## config.mk

```make
export PLATFORM = sky130hd
export DESIGN_NAME = input_conditioner
export DESIGN_NICKNAME = d
export VERILOG_FILES = /design/src/rtl/fsm_pkg.sv /design/src/rtl/debounce_channel.sv /design/src/rtl/input_conditioner.sv
export SDC_FILE = /design/constraint.sdc
export NUM_CORES = 1
export LEC_CHECK = 0
export CAP_MARGIN = 30
export CORE_MARGIN = 2
export CORE_UTILIZATION = 60
export DETAILED_ROUTE_END_ITERATION = 8
export PLACE_DENSITY = 0.81
export SLEW_MARGIN = 20
export SYNTH_ARGS = -nofsm -noshare
export SYNTH_HDL_FRONTEND = slang
export SYNTH_SLANG_ARGS = --single-unit
```

## constraint.sdc

```tcl
create_clock -name clk -period 3.35 [get_ports clk]
set_input_delay 1.005 -clock clk [delete_from_list [all_inputs] [get_ports clk]]
set_output_delay 1.005 -clock clk [all_outputs]
set_load 0.01 [all_outputs]
```

## src/rtl/fsm_pkg.sv

```systemverilog
// -----------------------------------------------------------------------------
// fsm_pkg
//
// Shared definitions for the card/coin FSM front end.
//   - DB_* : 2-bit encodings of the per-channel debounce state machine.
//            Bit 1 of the encoding equals the debounced level.
//   - CH_* : bit positions of the conditioned inputs (C1, C2, I).
// -----------------------------------------------------------------------------
package fsm_pkg;

  // Debounce state encodings.
  localparam logic [1:0] DB_STABLE_LO = 2'b00;
  localparam logic [1:0] DB_ARM_HI    = 2'b01;
  localparam logic [1:0] DB_STABLE_HI = 2'b11;
  localparam logic [1:0] DB_ARM_LO    = 2'b10;

  typedef enum logic [1:0] {
    ST_STABLE_LO = DB_STABLE_LO,
    ST_ARM_HI    = DB_ARM_HI,
    ST_STABLE_HI = DB_STABLE_HI,
    ST_ARM_LO    = DB_ARM_LO
  } db_state_t;

  // Channel index constants for the input vector.
  localparam int CH_C1 = 0;
  localparam int CH_C2 = 1;
  localparam int CH_I  = 2;

  // Debounced level implied by a state: high while stable-high or while a
  // falling edge is still being qualified.
  function automatic logic db_state_level(db_state_t s);
    return (s == ST_STABLE_HI) || (s == ST_ARM_LO);
  endfunction

endpackage : fsm_pkg

```

## src/rtl/debounce_channel.sv

```systemverilog
// -----------------------------------------------------------------------------
// debounce_channel
//
// Single-bit switch conditioner: 2-flop synchronizer, qualification counter
// and a four-state debounce FSM. A new level is accepted only after
// DEBOUNCE_CYCLES consecutive synchronized samples at that level; shorter runs
// are discarded without any output activity.
//
// Parameters
//   DEBOUNCE_CYCLES  consecutive stable samples required (2..65535)
//
// Ports
//   clk            system clock
//   reset          asynchronous, active-high reset
//   raw            unsynchronized switch input
//   level          debounced level (registered)
//   press          one-cycle pulse on an accepted 0->1 transition (registered)
//   release_pulse  one-cycle pulse on an accepted 1->0 transition (registered);
//                  named this way because "release" is a reserved word in
//                  SystemVerilog
// -----------------------------------------------------------------------------
module debounce_channel
  import fsm_pkg::*;
#(
  parameter int unsigned DEBOUNCE_CYCLES = 16
) (
  input  logic clk,
  input  logic reset,
  input  logic raw,
  output logic level,
  output logic press,
  output logic release_pulse
);

  localparam int unsigned CNT_W = $clog2(DEBOUNCE_CYCLES);
  localparam logic [CNT_W-1:0] CNT_ONE  = CNT_W'(1);
  localparam logic [CNT_W-1:0] CNT_LAST = CNT_W'(DEBOUNCE_CYCLES - 1);

  // Synchronizer chain; only sync2_q is used downstream.
  logic sync1_q;
  logic sync2_q;

  db_state_t        state_q, state_d;
  logic [CNT_W-1:0] cnt_q,   cnt_d;
  logic             level_q, level_d;
  logic             press_q, press_d;
  logic             release_q, release_d;

  // NOTE: every flop, synchronizer included, gets an async reset so the
  // channel leaves reset in a known STABLE_LO with no pulse pending.
  always_ff @(posedge clk or posedge reset) begin
    if (reset) begin
      sync1_q <= 1'b0;
      sync2_q <= 1'b0;
    end else begin
      // NOTE: non-blocking assignments make sync2_q take the previous
      // sync1_q, giving a true two-stage chain.
      sync1_q <= raw;
      sync2_q <= sync1_q;
    end
  end

  // Next-state, counter and pulse logic.
  always_comb begin
    // NOTE: defaults first so no path through the case leaves a latch.
    state_d   = state_q;
    cnt_d     = cnt_q;
    press_d   = 1'b0;
    release_d = 1'b0;

    case (state_q)
      ST_STABLE_LO: begin
        if (sync2_q) begin
          state_d = ST_ARM_HI;
          cnt_d   = CNT_ONE;
        end
      end

      ST_ARM_HI: begin
        if (!sync2_q) begin
          state_d = ST_STABLE_LO;
          cnt_d   = '0;
        end else if (cnt_q == CNT_LAST) begin
          // This sample completes the qualifying run.
          state_d = ST_STABLE_HI;
          cnt_d   = '0;
          press_d = 1'b1;
        end else begin
          cnt_d = cnt_q + CNT_ONE;
        end
      end

      ST_STABLE_HI: begin
        if (!sync2_q) begin
          state_d = ST_ARM_LO;
          cnt_d   = CNT_ONE;
        end
      end

      ST_ARM_LO: begin
        if (sync2_q) begin
          state_d = ST_STABLE_HI;
          cnt_d   = '0;
        end else if (cnt_q == CNT_LAST) begin
          state_d   = ST_STABLE_LO;
          cnt_d     = '0;
          release_d = 1'b1;
        end else begin
          cnt_d = cnt_q + CNT_ONE;
        end
      end

      default: begin
        state_d = ST_STABLE_LO;
        cnt_d   = '0;
      end
    endcase

    // Level is registered alongside the state it is decoded from.
    level_d = db_state_level(state_d);
  end

  always_ff @(posedge clk or posedge reset) begin
    if (reset) begin
      state_q   <= ST_STABLE_LO;
      cnt_q     <= '0;
      level_q   <= 1'b0;
      press_q   <= 1'b0;
      release_q <= 1'b0;
    end else begin
      state_q   <= state_d;
      cnt_q     <= cnt_d;
      level_q   <= level_d;
      press_q   <= press_d;
      release_q <= release_d;
    end
  end

  assign level         = level_q;
  assign press         = press_q;
  assign release_pulse = release_q;

endmodule : debounce_channel

```

## src/rtl/input_conditioner.sv

```systemverilog
// -----------------------------------------------------------------------------
// input_conditioner
//
// Front-end conditioning stage for the card/coin FSM. Each of the N_CH raw
// switch lines (bit 0 = C1, bit 1 = C2, bit 2 = I) is synchronized and
// debounced independently; the outputs are clean registered levels plus
// single-cycle press/release pulses suitable for driving the FSM inputs.
//
// Parameters
//   N_CH             number of independent channels
//   DEBOUNCE_CYCLES  consecutive stable samples required (2..65535)
//
// Ports
//   clk            system clock
//   reset          asynchronous, active-high reset
//   raw            unsynchronized switch inputs
//   level          debounced level per channel
//   press          one-cycle pulse per accepted 0->1 transition
//   release_pulse  one-cycle pulse per accepted 1->0 transition
// -----------------------------------------------------------------------------
module input_conditioner
  import fsm_pkg::*;
#(
  parameter int unsigned N_CH            = 3,
  parameter int unsigned DEBOUNCE_CYCLES = 16
) (
  input  logic            clk,
  input  logic            reset,
  input  logic [N_CH-1:0] raw,
  output logic [N_CH-1:0] level,
  output logic [N_CH-1:0] press,
  output logic [N_CH-1:0] release_pulse
);

  // Channels share nothing but clock and reset.
  for (genvar ch = 0; ch < N_CH; ch++) begin : g_ch
    debounce_channel #(
      .DEBOUNCE_CYCLES(DEBOUNCE_CYCLES)
    ) u_channel (
      .clk          (clk),
      .reset        (reset),
      .raw          (raw[ch]),
      .level        (level[ch]),
      .press        (press[ch]),
      .release_pulse(release_pulse[ch])
    );
  end

endmodule : input_conditioner

```

# Word-level counts from Yosys, hierarchy flattened
# Cells that the tools add are included.
dict set report totals {
  register_bits 33
  word_cells 111
}
dict set report op_classes {
  n_eq_ne 24
  n_addsub 3
  muxes 54
  n_reduce_logical 9
}
# operator n
set op_table {}
lappend op_table {{$mux 4} 15}
lappend op_table {{$pmux 4 s4} 3}
lappend op_table {{$mux 2} 18}
lappend op_table {{$eq 2x2->1 const B} 12}
lappend op_table {{$pmux 2 s4} 3}
lappend op_table {{$mux 1} 15}
lappend op_table {{$add 4x1->4 const B} 3}
lappend op_table {{$eq 4x4->1 const B} 3}
lappend op_table {{$eq 2x1->1 const B} 3}
lappend op_table {{$logic_not 2->1} 3}
lappend op_table {{$ne 2x1->1 const B} 3}
lappend op_table {{$ne 2x2->1 const B} 3}
lappend op_table {{$reduce_and 2->1} 3}
lappend op_table {{$logic_or 1x1->1} 3}

# Logic depth before layout (Yosys ltp)
dict set report depth {
  word_depth 6
  mapped_depth 5
  mapped_depth_nobuf 5
}

# Hierarchy
# A second synthesis with hierarchy kept.
dict set report hier_totals {
  hier_cells 171
  hier_area_um2 1809.2
}
# module n_inst area_each_um2 seq_area_each_um2 cells_each
set by_module_without_submodules {}
lappend by_module_without_submodules {debounce_channel 3 603.1 250.2 57}

# Least setup slack after synthesis
# No wires, ideal clock.
dict set report synth_timing {
  path_kind {flip-flop to output port}
  start {register g_ch[0].u_channel.level_q}
  end {output level[0]}
  arrival_ns 0.467
  path_buffers 1
  t_required_ns 2.345
  setup_slack_ns 1.878
  stages_incl_launch_ff 2
  path_cell_list {dfrtp_1 > buf_4}
}
# item line_no
set synth_lines {}
lappend synth_lines {{from (decl)} debounce_channel.sv:45} ;# logic level_q, level_d;
lappend synth_lines {{from (signal assigned)} debounce_channel.sv:133} ;# level_q <= level_d;
lappend synth_lines {{to (decl)} input_conditioner.sv:30} ;# output logic [N_CH-1:0] level,
# No word-level cell between the ends.

# Final worst setup path
dict set report layout_timing {
  start {register g_ch[1].u_channel.release_q}
  end {output release_pulse[1]}
}
# item line_no
set layout_lines {}
lappend layout_lines {{from (decl)} debounce_channel.sv:47} ;# logic release_q, release_d;
lappend layout_lines {{from (signal assigned)} debounce_channel.sv:135} ;# release_q <= release_d;
lappend layout_lines {{to (decl)} input_conditioner.sv:32} ;# output logic [N_CH-1:0] release_pulse
# No word-level cell between the ends.

==> metrics.yaml <==
tightest_slew_ns: 0.393
crit_required_ns: 2.34
r2r_setup_slack_ns: 1.73
synth_top_area_share_pct: 42.6
synth_edf_count: 0
routed_wl_mm: 3.19
die_w_um: 60.8
synth_ff_type: "dfrtp_1"
grt_pass1_vias: 1291
design_area_um2: 2110
crit_family: "buffers and inverters"
synth_area_leaders: "dfrtp_1 43%, ha_1 12%, mux2i_1 3.6%"
path_cells: "clkdlybuf4s50_1"
endpoint_kind: "primary output"
rsz0062_at_grt: "no"
vias: 1403
vias_per_cell: 5.92
cp-endpoint: "release_pulse[1]"
slew-limit-headroom_pct: 73.8
drtIter0Drc: 131
drtPass1Iterations: 4
r2r_end: "g_ch[0].u_channel.state_q[1]$_DFF_PP0_"
dieArea_um2: 3700
clockBufferDepth: 2
worst-path-stages: 1
ys_async_sr_fraction_pct: 100
yosysWarnings: 0
cts.sinks: 33
path_max_fanout: 1
syn_area_um2: 1940
n_antenna_cell: 0
cts_buffers: 5
die-height_um: 60.8
setup-violations-final: 0
yosys_register_bits: 33
grt_antenna_before_repair: 0
final_common_cell: "dfrtp_1"
avgSynthCellArea_um2: 10.6
hold_buffers: 0
htreeDepth: 2
post-cts-setup-buffers: 0
ys_types: 39
drc: 0
vdd_drop_max_mv: 0.411
yosysTopAreaCell: "dfrtp_1"
leakagePower_uw: 0.000916
startpoint: "g_ch[1].u_channel.release_pulse$_DFF_PP0_"
core_area_um2: 3050
timing.rr.start: "g_ch[0].u_channel.state_q[0]$_DFF_PP0_"
synth_nets: 206
power_density_nw_per_um2: 706
cpPeakStageDelay_ns: 0.53
final_cell_mix: "33 x dfrtp_1, 18 x ha_1, 14 x inv_1"
arrival_ns: 1.20
min_path_type: "reg2reg"
dp_hpwl_mm: 2.33
final_nets: 215
clock.fmax_mhz: 453
initial_core_util_pct: 63.5
ys_seq_area_share_pct: 42.6
io_pins: 14
status: "complete, no violations"
path_buf_inv: 1
maxSlewViolCount: 0
syn_inst: 183
grt_pass1_wl_mm: 5.24
grt_util_all_layers_pct: 19.0
post_dp_cell_area_um2: 2040
rows: 20
finClkSkew_ns: 0.0181
cap_violations: 0
syn_to_final_growth_pct: 8.97
cts_resized: 0
cts_tree: "done"
ant_nets: 0
crit_path_start_kind: "flip-flop"
r2r_cells: 5
insertion_delay_ns: 0.33
root_buffer: "clkbuf_4"
setup-tns-final_ns: 0
crit_path_top_delay_cell: "clkdlybuf4s50_1"
criticalPathCategory: "reg2out"
finalWeightedCongestion: 0.889
drive_above_1_share_pct: 11.9
grt_max_degree: 34
overflow: 0
min_period_ns: 2.21
timing_hold_violations_final: 0
path_clk_slew_ns: 0.11
fin_crit_sh_pct: 65.9
port-buffer-count: 13
wire_per_inst_um: 13.4
-- flip-flops by register name, indices dropped and copies added, names as in the netlist --
register / cells
g_ch.u_channel.cnt_q: 12
g_ch.u_channel.state_q: 6
g_ch.u_channel.level: 3
g_ch.u_channel.press: 3
g_ch.u_channel.release_pulse: 3
g_ch.u_channel.sync1_q: 3
g_ch.u_channel.sync2_q: 3
-- metrics by stage --
stage	worst slack [ns]	hold slack (ns)	total power, uW	utilization, %	cells
after global routing	1.07	0.357	1610	69.2	237
after floorplan	1.63	0.331	1100	-	183
final	1.14	0.340	1490	69.2	237
after global placement	1.52	0.333	1200	66.9	229
after CTS	1.12	0.352	1500	69.2	237
after detailed placement	1.51	0.338	1240	66.9	229
-- synth_stat cells, drive strengths merged, types with 3 or more instances --
cell and instances:
mux2i 7, a31oi 7, nand4 8, nand3 10, o211ai 3, a21oi 7, inv 14, dfrtp 33
nor2 11, buf 12, ha 18, nand3b 3, and3 5, o21ai 7, nand2 9, mux2 6
-- routing by layer --
| layer | wire length [um] | global-route usage [%] | vias up | share of wire (%) |
|---|---|---|---|---|
| met3 | 147 | 6.61 | 5 | 4.6 |
| met5 | 0 | 0 | - | 0 |
| met1 | 1370 | 22.0 | 686 | 43 |
| li1 | - | - | 675 | - |
| met2 | 1650 | 32.9 | 37 | 52 |
| met4 | 21 | 6.52 | 0 | 0.66 |
-- how the worst min path moves through the flow --
stage	end	start	slack, ns	depth (start not counted)
after CTS	g_ch[1].u_channel.sync2_q$_DFF_PP0_	g_ch[1].u_channel.sync1_q$_DFF_PP0_	0.35	0
after detailed placement	g_ch[2].u_channel.sync2_q$_DFF_PP0_	g_ch[2].u_channel.sync1_q$_DFF_PP0_	0.34	0
after global routing	g_ch[1].u_channel.sync2_q$_DFF_PP0_	g_ch[1].u_channel.sync1_q$_DFF_PP0_	0.36	0
after floorplan	g_ch[0].u_channel.sync2_q$_DFF_PP0_	g_ch[0].u_channel.sync1_q$_DFF_PP0_	0.33	0
after global placement	g_ch[0].u_channel.sync2_q$_DFF_PP0_	g_ch[0].u_channel.sync1_q$_DFF_PP0_	0.33	0
final	g_ch[1].u_channel.sync2_q$_DFF_PP0_	g_ch[1].u_channel.sync1_q$_DFF_PP0_	0.34	0
-- power breakdown --
part	switching [uW]	internal [uW]	total, uW	leakage, uW
sequential	87.0	481	568	0.000424
clock	133	122	255	0.0000413
combinational	368	299	667	0.000451
total	588	903	1490	0.000916
-- area by class of cell --
type	count	area [um^2]
fillers	243	941
inverters	14	52.6
multi-input cells	124	971
repair buffers	14	138
clock buffers	7	65.1
flip-flops and latches	33	826
well taps	44	55.1
clock inverters	1	5.00
-- logic make-up after synthesis --
group | count (synthesis) | share of synthesized area, %
AOI/OAI and AO/OA | 40 | 15.4
adders and majority gates | 18 | 11.6
DFF | 33 | 42.6
muxes | 13 | 7.68
buffers and inverters | 26 | 7.29
and+or+nand+nor | 53 | 15.4
(Power assumes the default switching activity.)
